===== src/rtl/pipe_pkg.sv =====
// Shared state encoding, per-boundary control widths and bubble encodings
// for the flow-controlled pipeline stage registers.
package pipe_pkg;

   typedef enum logic [1:0] {
      ST_EMPTY = 2'd0,
      ST_MAIN  = 2'd1,
      ST_FULL  = 2'd2
   } stage_state_t;

   localparam int unsigned IF_ID_CTRL_W  = 1;
   localparam int unsigned ID_EX_CTRL_W  = 12;
   localparam int unsigned EX_MEM_CTRL_W = 6;
   localparam int unsigned MEM_WB_CTRL_W = 3;

   // Bubbles must never assert RegWrite/MemWrite downstream, so all fields stay zero.
   localparam logic [IF_ID_CTRL_W-1:0]  IF_ID_BUBBLE  = '0;
   localparam logic [ID_EX_CTRL_W-1:0]  ID_EX_BUBBLE  = '0;
   localparam logic [EX_MEM_CTRL_W-1:0] EX_MEM_BUBBLE = '0;
   localparam logic [MEM_WB_CTRL_W-1:0] MEM_WB_BUBBLE = '0;

   function automatic logic [1:0] occupancy_of(input stage_state_t st);
      case (st)
         ST_MAIN: return 2'd1;
         ST_FULL: return 2'd2;
         default: return 2'd0;
      endcase
   endfunction

endpackage


===== src/rtl/pipe_skid_entry.sv =====
// One {valid, data, ctrl} holding register of a pipeline stage.
// Priority: reset > flush > load > clear; flush/clear keep data, write bubble ctrl.
module pipe_skid_entry
   import pipe_pkg::*;
#(
   parameter int unsigned            DATA_W      = 64,
   parameter int unsigned            CTRL_W      = 12,
   parameter logic [CTRL_W-1:0]      BUBBLE_CTRL = '0
) (
   input  logic              clk,
   input  logic              reset,
   input  logic              load,
   input  logic              clear,
   input  logic              flush,
   input  logic [DATA_W-1:0] d_data,
   input  logic [CTRL_W-1:0] d_ctrl,
   output logic              valid,
   output logic [DATA_W-1:0] data,
   output logic [CTRL_W-1:0] ctrl
);

   logic              valid_q, valid_d;
   logic [DATA_W-1:0] data_q, data_d;
   logic [CTRL_W-1:0] ctrl_q, ctrl_d;

   always_comb begin
      valid_d = valid_q;
      data_d  = data_q;
      ctrl_d  = ctrl_q;
      if (flush) begin
         valid_d = 1'b0;
         ctrl_d  = BUBBLE_CTRL;
      end else if (load) begin
         valid_d = 1'b1;
         data_d  = d_data;
         ctrl_d  = d_ctrl;
      end else if (clear) begin
         valid_d = 1'b0;
         ctrl_d  = BUBBLE_CTRL;
      end
   end

   always_ff @(posedge clk) begin
      if (reset) begin
         valid_q <= 1'b0;
         data_q  <= '0;
         ctrl_q  <= BUBBLE_CTRL;
      end else begin
         valid_q <= valid_d;
         data_q  <= data_d;
         ctrl_q  <= ctrl_d;
      end
   end

   assign valid = valid_q;
   assign data  = data_q;
   assign ctrl  = ctrl_q;

endmodule


===== src/rtl/pipe_stage_hs.sv =====
// Valid/ready pipeline stage register with flush and an optional 2-entry skid buffer;
// with SKID=1 in_ready comes straight from a flop.
module pipe_stage_hs
   import pipe_pkg::*;
#(
   parameter int unsigned       DATA_W      = 64,
   parameter int unsigned       CTRL_W      = 12,
   parameter int unsigned       SKID        = 1,
   parameter logic [CTRL_W-1:0] BUBBLE_CTRL = '0
) (
   input  logic              clk,
   input  logic              reset,
   input  logic              in_valid,
   output logic              in_ready,
   input  logic [DATA_W-1:0] in_data,
   input  logic [CTRL_W-1:0] in_ctrl,
   input  logic              flush,
   output logic              out_valid,
   input  logic              out_ready,
   output logic [DATA_W-1:0] out_data,
   output logic [CTRL_W-1:0] out_ctrl,
   output logic [1:0]        occupancy
);

   stage_state_t      state_q, state_d;
   logic              in_ready_q, in_ready_d;
   logic              in_hs, out_hs;
   logic              main_load, main_clear, skid_load, skid_clear;
   logic              main_valid, skid_valid;
   logic [DATA_W-1:0] main_data, skid_data, main_src_data;
   logic [CTRL_W-1:0] main_ctrl, skid_ctrl, main_src_ctrl;

   assign out_hs = main_valid & out_ready;
   assign in_hs  = in_valid & in_ready;

   // Next state and entry controls; flush overrides whatever the handshakes asked for.
   always_comb begin
      state_d    = state_q;
      main_load  = 1'b0;
      main_clear = 1'b0;
      skid_load  = 1'b0;
      skid_clear = 1'b0;
      case (state_q)
         ST_EMPTY: begin
            if (in_hs) begin
               main_load = 1'b1;
               state_d   = ST_MAIN;
            end
         end
         ST_MAIN: begin
            if (out_hs && in_hs) begin
               main_load = 1'b1;
            end else if (out_hs) begin
               main_clear = 1'b1;
               state_d    = ST_EMPTY;
            end else if (in_hs) begin
               skid_load = 1'b1;
               state_d   = ST_FULL;
            end
         end
         ST_FULL: begin
            if (out_hs) begin
               main_load  = 1'b1;
               skid_clear = 1'b1;
               state_d    = ST_MAIN;
            end
         end
         default: state_d = ST_EMPTY;
      endcase
      if (flush) state_d = ST_EMPTY;
      in_ready_d = (SKID != 0) ? (state_d != ST_FULL) : 1'b1;
   end

   always_ff @(posedge clk) begin
      if (reset) begin
         state_q    <= ST_EMPTY;
         in_ready_q <= 1'b0;
      end else begin
         state_q    <= state_d;
         in_ready_q <= in_ready_d;
      end
   end

   // Main reloads from the skid when it holds the older entry.
   assign main_src_data = skid_valid ? skid_data : in_data;
   assign main_src_ctrl = skid_valid ? skid_ctrl : in_ctrl;

   pipe_skid_entry #(.DATA_W(DATA_W), .CTRL_W(CTRL_W), .BUBBLE_CTRL(BUBBLE_CTRL)) u_main (
      .clk    (clk),
      .reset  (reset),
      .load   (main_load),
      .clear  (main_clear),
      .flush  (flush),
      .d_data (main_src_data),
      .d_ctrl (main_src_ctrl),
      .valid  (main_valid),
      .data   (main_data),
      .ctrl   (main_ctrl)
   );

   generate
      if (SKID != 0) begin : g_skid
         pipe_skid_entry #(.DATA_W(DATA_W), .CTRL_W(CTRL_W), .BUBBLE_CTRL(BUBBLE_CTRL)) u_skid (
            .clk    (clk),
            .reset  (reset),
            .load   (skid_load),
            .clear  (skid_clear),
            .flush  (flush),
            .d_data (in_data),
            .d_ctrl (in_ctrl),
            .valid  (skid_valid),
            .data   (skid_data),
            .ctrl   (skid_ctrl)
         );
         assign in_ready = in_ready_q;
      end else begin : g_noskid
         logic unused_skid_ctl;
         assign unused_skid_ctl = skid_load ^ skid_clear;
         assign skid_valid      = 1'b0;
         assign skid_data       = '0;
         assign skid_ctrl       = BUBBLE_CTRL;
         assign in_ready        = in_ready_q & (~main_valid | out_ready);
      end
   endgenerate

   assign out_valid = main_valid;
   assign out_data  = main_data;
   assign out_ctrl  = main_ctrl;
   assign occupancy = occupancy_of(state_q);

endmodule


===== config.mk =====
export PLATFORM = sky130hd
export DESIGN_NAME = pipe_stage_hs
export DESIGN_NICKNAME = d
export VERILOG_FILES = /design/src/rtl/pipe_pkg.sv /design/src/rtl/pipe_skid_entry.sv /design/src/rtl/pipe_stage_hs.sv
export SDC_FILE = /design/constraint.sdc
export NUM_CORES = 1
export LEC_CHECK = 0
export ABC_AREA = 1
export BUFFER_PORTS_ARGS = -buffer_cell sky130_fd_sc_hd__buf_4
export CORE_ASPECT_RATIO = 0.7
export CORE_MARGIN = 8
export CORE_UTILIZATION = 59
export DETAILED_ROUTE_END_ITERATION = 8
export PLACE_DENSITY = 0.92
export SLEW_MARGIN = 20
export SYNTH_ARGS = -nofsm -noshare
export SYNTH_HDL_FRONTEND = slang
export SYNTH_HIERARCHICAL = 1
export SYNTH_SLANG_ARGS = --single-unit

===== constraint.sdc =====
create_clock -name clk -period 4.2 [get_ports clk]
set_input_delay 0.63 -clock clk [delete_from_list [all_inputs] [get_ports clk]]
set_output_delay 0.63 -clock clk [all_outputs]
set_load 0.01 [all_outputs]

==> results.md <==
* Power Internal at 2610 uW
* Die Span Y at roughly 110 um
* HPWL after detailed placement at around 13000 um
* Final Setup Violations at 0
* Tmin final at 2.66 ns
* Fill count at 1008
* Clock buffers created by TritonCTS at 17
* Area growth from synthesis to final layout at 21.0%
* Share of total power in sequential cells at 0.450
* Number of port buffers at between 150 and 200
* Die Width at ~150 um
* Final estimated routing congestion in global placement at about 0.82
* Routed via count at 6985
* Via count of the first global-routing pass at ~6900
* DRC viols at 0
* Highest routed metal layer: met4
* Path type of the worst setup path: flop to flop
* Synthesized netlist net count at 1142
* Initial antenna violation count at 0
* Proportion of power drawn by the clock network at 0.428
* Reported net switching power at 852 uW
* Mapped Area at around 7800 um^2
* Cell at the root of the clock tree: sky130_fd_sc_hd__clkbuf_16
* Number of rows in the core area at 35
* Synthesis warning total at 6
* First-pass GRT wire length at 33100 um
* Setup TNS at 0 ns
* Total length of routed met3 wires at 1660 um
* Die Footprint at between 15000 and 20000 um^2
* Power share of the combinational group at 0.122
* I/O pin total at 161
* Final setup skew at 0.00916 ns
* Share of the clock period used by the worst path after layout at 0.633
* M1 wire length at 8600 um
* Leak pwr at 0.00454 uW
* Maximum frequency from static timing analysis at 376 MHz
* Share of the synthesized area in the top cell type at 0.405
* Multi-input logic area at 3640 um^2
* Outcome: complete, no violations
* Total congestion overflow at 0
* Quantity of gates resized following cts at 0
* Vias per cell at a little over 5
* Routed Antenna Nets at 0
* Clock insertion delay at the later pin of the skew report at 0.41 ns
* Worst hold slack at approximately 0.44 ns
* Hold violation count in the final report at 0
* Dominant cell type by area after synthesis: sky130_fd_sc_hd__dfxtp_1
* Max Slew Vio Count at 0
* Post-CTS setup buffers at 0
* Worst-path clk slew at 0.06 ns
* ANT cells at 0
* First-pass iteration count of the detailed router at 5
* Proportion of synthesized chip area in sequential cells at 0.405
* Required time of the critical path at ~4.5 ns
* Initial cell density of the core at 0.596
* Largest buffer count on any clock path at 2
* CTS sink count at between 150 and 200
* Average detailed-routed wire length per instance at approximately 15 um
* Critical path peak fanout at 59
* Crit path capture type: flop
* Register bit total from synthesis at about 160
* Area contributors post-synth: sky130_fd_sc_hd__dfxtp_1, sky130_fd_sc_hd__nor2_1, sky130_fd_sc_hd__nand2_1, sky130_fd_sc_hd__mux2_4, sky130_fd_sc_hd__nand3_1
* Area of the core at 13000 um^2
* Unrepaired setup endpoints after global routing: false
* Synthesized area per cell at 7.31 um^2
* Worst-case headroom to the max-slew limit at 0.365
* Synthesized netlist cell count at between 1000 and 1500
* Worst Setup Start Kind: flop
* Max-cap violations at 0
* Clock tree from TritonCTS: built
* Area taken by flip-flops and latches at 3150 um^2
* Final nets at 1260
* Number of DRC violations after detailed-routing iteration 0 at a little under 600
* H-tree depth reported by CTS at 4
* Total routing usage reported by global routing at 0.233
* Drt total wl at just over 20000 um
* Fraction of final layout cells with drive strength greater than 1 at 0.256
* Critical Path AT at 2.94 ns
* Maximum number of pins on one net before global-route repair at 77
* Total power per unit cell area at approximately 370 nW/um^2
* Worst IR Drop VDD at about 0.33 mV
* Number of library cell types mapped by synthesis at 19
* Post-cts hold buffer count at 0
* Detail Route met2 WL at 9560 um
* Transition time of the tightest slew-check pin at 0.949 ns
* Proportion of total power due to net switching at 0.246
* Worst hold-check path type: primary input to flop
-- logic make-up (layout without fill, tap and decap cells) --
| logic type | count (synthesis) | after routing | share of synthesized area |
|---|---|---|---|
| mux | 76 | 76 | 0.130 |
| compound gates | 28 | 28 | 0.0181 |
| buf+inv | 211 | 341 | 0.125 |
| flops | 157 | 157 | 0.405 |
| simple gates | 589 | 589 | 0.321 |
-- critical path: stages, from the launching register on --
cell and delay [ns]:
sky130_fd_sc_hd__dfxtp_1 0.38, sky130_fd_sc_hd__nand2_1 0.13, sky130_fd_sc_hd__o21ai_0 0.17, sky130_fd_sc_hd__and3_2 0.55, sky130_fd_sc_hd__buf_4 0.64, sky130_fd_sc_hd__nor2_1 0.38, sky130_fd_sc_hd__nand2_1 0.18, sky130_fd_sc_hd__a21oi_1 0.08
-- layout by cell type (no fill, tap or decap) --
| cell type | instances |
|---|---|
| sky130_fd_sc_hd__nor2_1 | 265 |
| sky130_fd_sc_hd__nor3_1 | 1 |
| sky130_fd_sc_hd__dfxtp_4 | 1 |
| sky130_fd_sc_hd__mux2_4 | 40 |
| sky130_fd_sc_hd__clkinv_4 | 2 |
| sky130_fd_sc_hd__clkbuf_1 | 2 |
| sky130_fd_sc_hd__clkbuf_16 | 17 |
| sky130_fd_sc_hd__bufinv_16 | 2 |
| sky130_fd_sc_hd__o21ai_0 | 1 |
| sky130_fd_sc_hd__nand3_1 | 108 |
| sky130_fd_sc_hd__inv_2 | 6 |
| sky130_fd_sc_hd__nand3_2 | 20 |
| sky130_fd_sc_hd__mux2_2 | 36 |
| sky130_fd_sc_hd__nor2_4 | 3 |
| sky130_fd_sc_hd__dfxtp_1 | 156 |
| sky130_fd_sc_hd__inv_1 | 135 |
| sky130_fd_sc_hd__nand2_1 | 191 |
| sky130_fd_sc_hd__and3_2 | 1 |
| sky130_fd_sc_hd__clkinvlp_4 | 3 |
| sky130_fd_sc_hd__buf_4 | 168 |
| sky130_fd_sc_hd__a21oi_1 | 27 |
| sky130_fd_sc_hd__buf_12 | 1 |
| sky130_fd_sc_hd__clkbuf_8 | 1 |
| sky130_fd_sc_hd__clkinv_2 | 4 |
-- stage by stage --
stage / setup WS, ns / cell area (um^2) / cells / util / total power [uW]
6_report: 1.54 / 9380 / 1357 / 0.721 / 3470
5_1_grt: 1.36 / 9380 / 1357 / 0.721 / 3600
4_1_cts: 1.57 / 9380 / 1357 / 0.721 / 3480
3_5_place_dp: 1.25 / 8810 / 1326 / 0.677 / 2010
3_3_place_gp: 1.45 / 8810 / 1326 / 0.677 / 2000
2_1_floorplan: 2.47 / 7750 / 1061 / - / 1840
-- registers in the layout, indices dropped and copies added, names as in the netlist --
signal and cells:
in_ready 1, state_q 2, u_main/data 64, g_skid.u_skid/ctrl 12, u_main/valid 1, g_skid.u_skid/data 64, u_main/ctrl 12, g_skid.u_skid/valid 1
-- layer usage --
metal / vias up / track usage
met4: 0 / 0.0848
li1: 3475 / -
met2: 264 / 0.392
met5: - / 0
met1: 3223 / 0.276
met3: 23 / 0.0704
-- cell type report --
type	instances	area share
Sequential cell	157	0.336
Clock buffer	20	0.0476
Inverter	141	0.0564
Tap cell	166	0.0222
Clock inverter	11	0.0128
Multi-Input combinational cell	693	0.389
Timing Repair Buffer	169	0.137
-- cell usage after synthesis --
| cell type | n |
|---|---|
| sky130_fd_sc_hd__a21oi_1 | 27 |
| sky130_fd_sc_hd__and3_1 | 1 |
| sky130_fd_sc_hd__buf_1 | 10 |
| sky130_fd_sc_hd__buf_2 | 27 |
| sky130_fd_sc_hd__buf_4 | 15 |
| sky130_fd_sc_hd__buf_6 | 12 |
| sky130_fd_sc_hd__clkbuf_1 | 6 |
| sky130_fd_sc_hd__dfxtp_1 | 157 |
| sky130_fd_sc_hd__inv_1 | 137 |
| sky130_fd_sc_hd__inv_2 | 4 |
| sky130_fd_sc_hd__mux2_2 | 36 |
| sky130_fd_sc_hd__mux2_4 | 40 |
| sky130_fd_sc_hd__nand2_1 | 191 |
| sky130_fd_sc_hd__nand3_1 | 108 |
| sky130_fd_sc_hd__nand3_2 | 20 |
| sky130_fd_sc_hd__nor2_1 | 266 |
| sky130_fd_sc_hd__nor2_4 | 2 |
| sky130_fd_sc_hd__nor3_1 | 1 |
| sky130_fd_sc_hd__o21ai_0 | 1 |
-- path summary, 6_finish.rpt --
check,start,depth (start not counted),slack (ns),end
hold / removal,reset,2,0.44,state_q[1]$_SDFF_PP0_
setup / recovery,u_main/valid$_SDFFE_PP0P_,7,1.54,u_main/ctrl[3]$_SDFFE_PP0P_
hold reg to reg,g_skid.u_skid/ctrl[6]$_SDFFE_PP0P_,2,0.46,g_skid.u_skid/ctrl[6]$_SDFFE_PP0P_
setup reg to reg,u_main/valid$_SDFFE_PP0P_,7,1.54,u_main/ctrl[3]$_SDFFE_PP0P_
-- power groups by stage --
stage / logic, uW / registers [uW] / clock network [uW]
finish: 424 / 1560 / 1480
global route: 466 / 1560 / 1570
CTS: 424 / 1560 / 1500
floorplan: 242 / 1600 / 0
detailed placement: 421 / 1590 / 0
global placement: 408 / 1590 / 0
No activity file was read; power rests on OpenSTA's default activity.
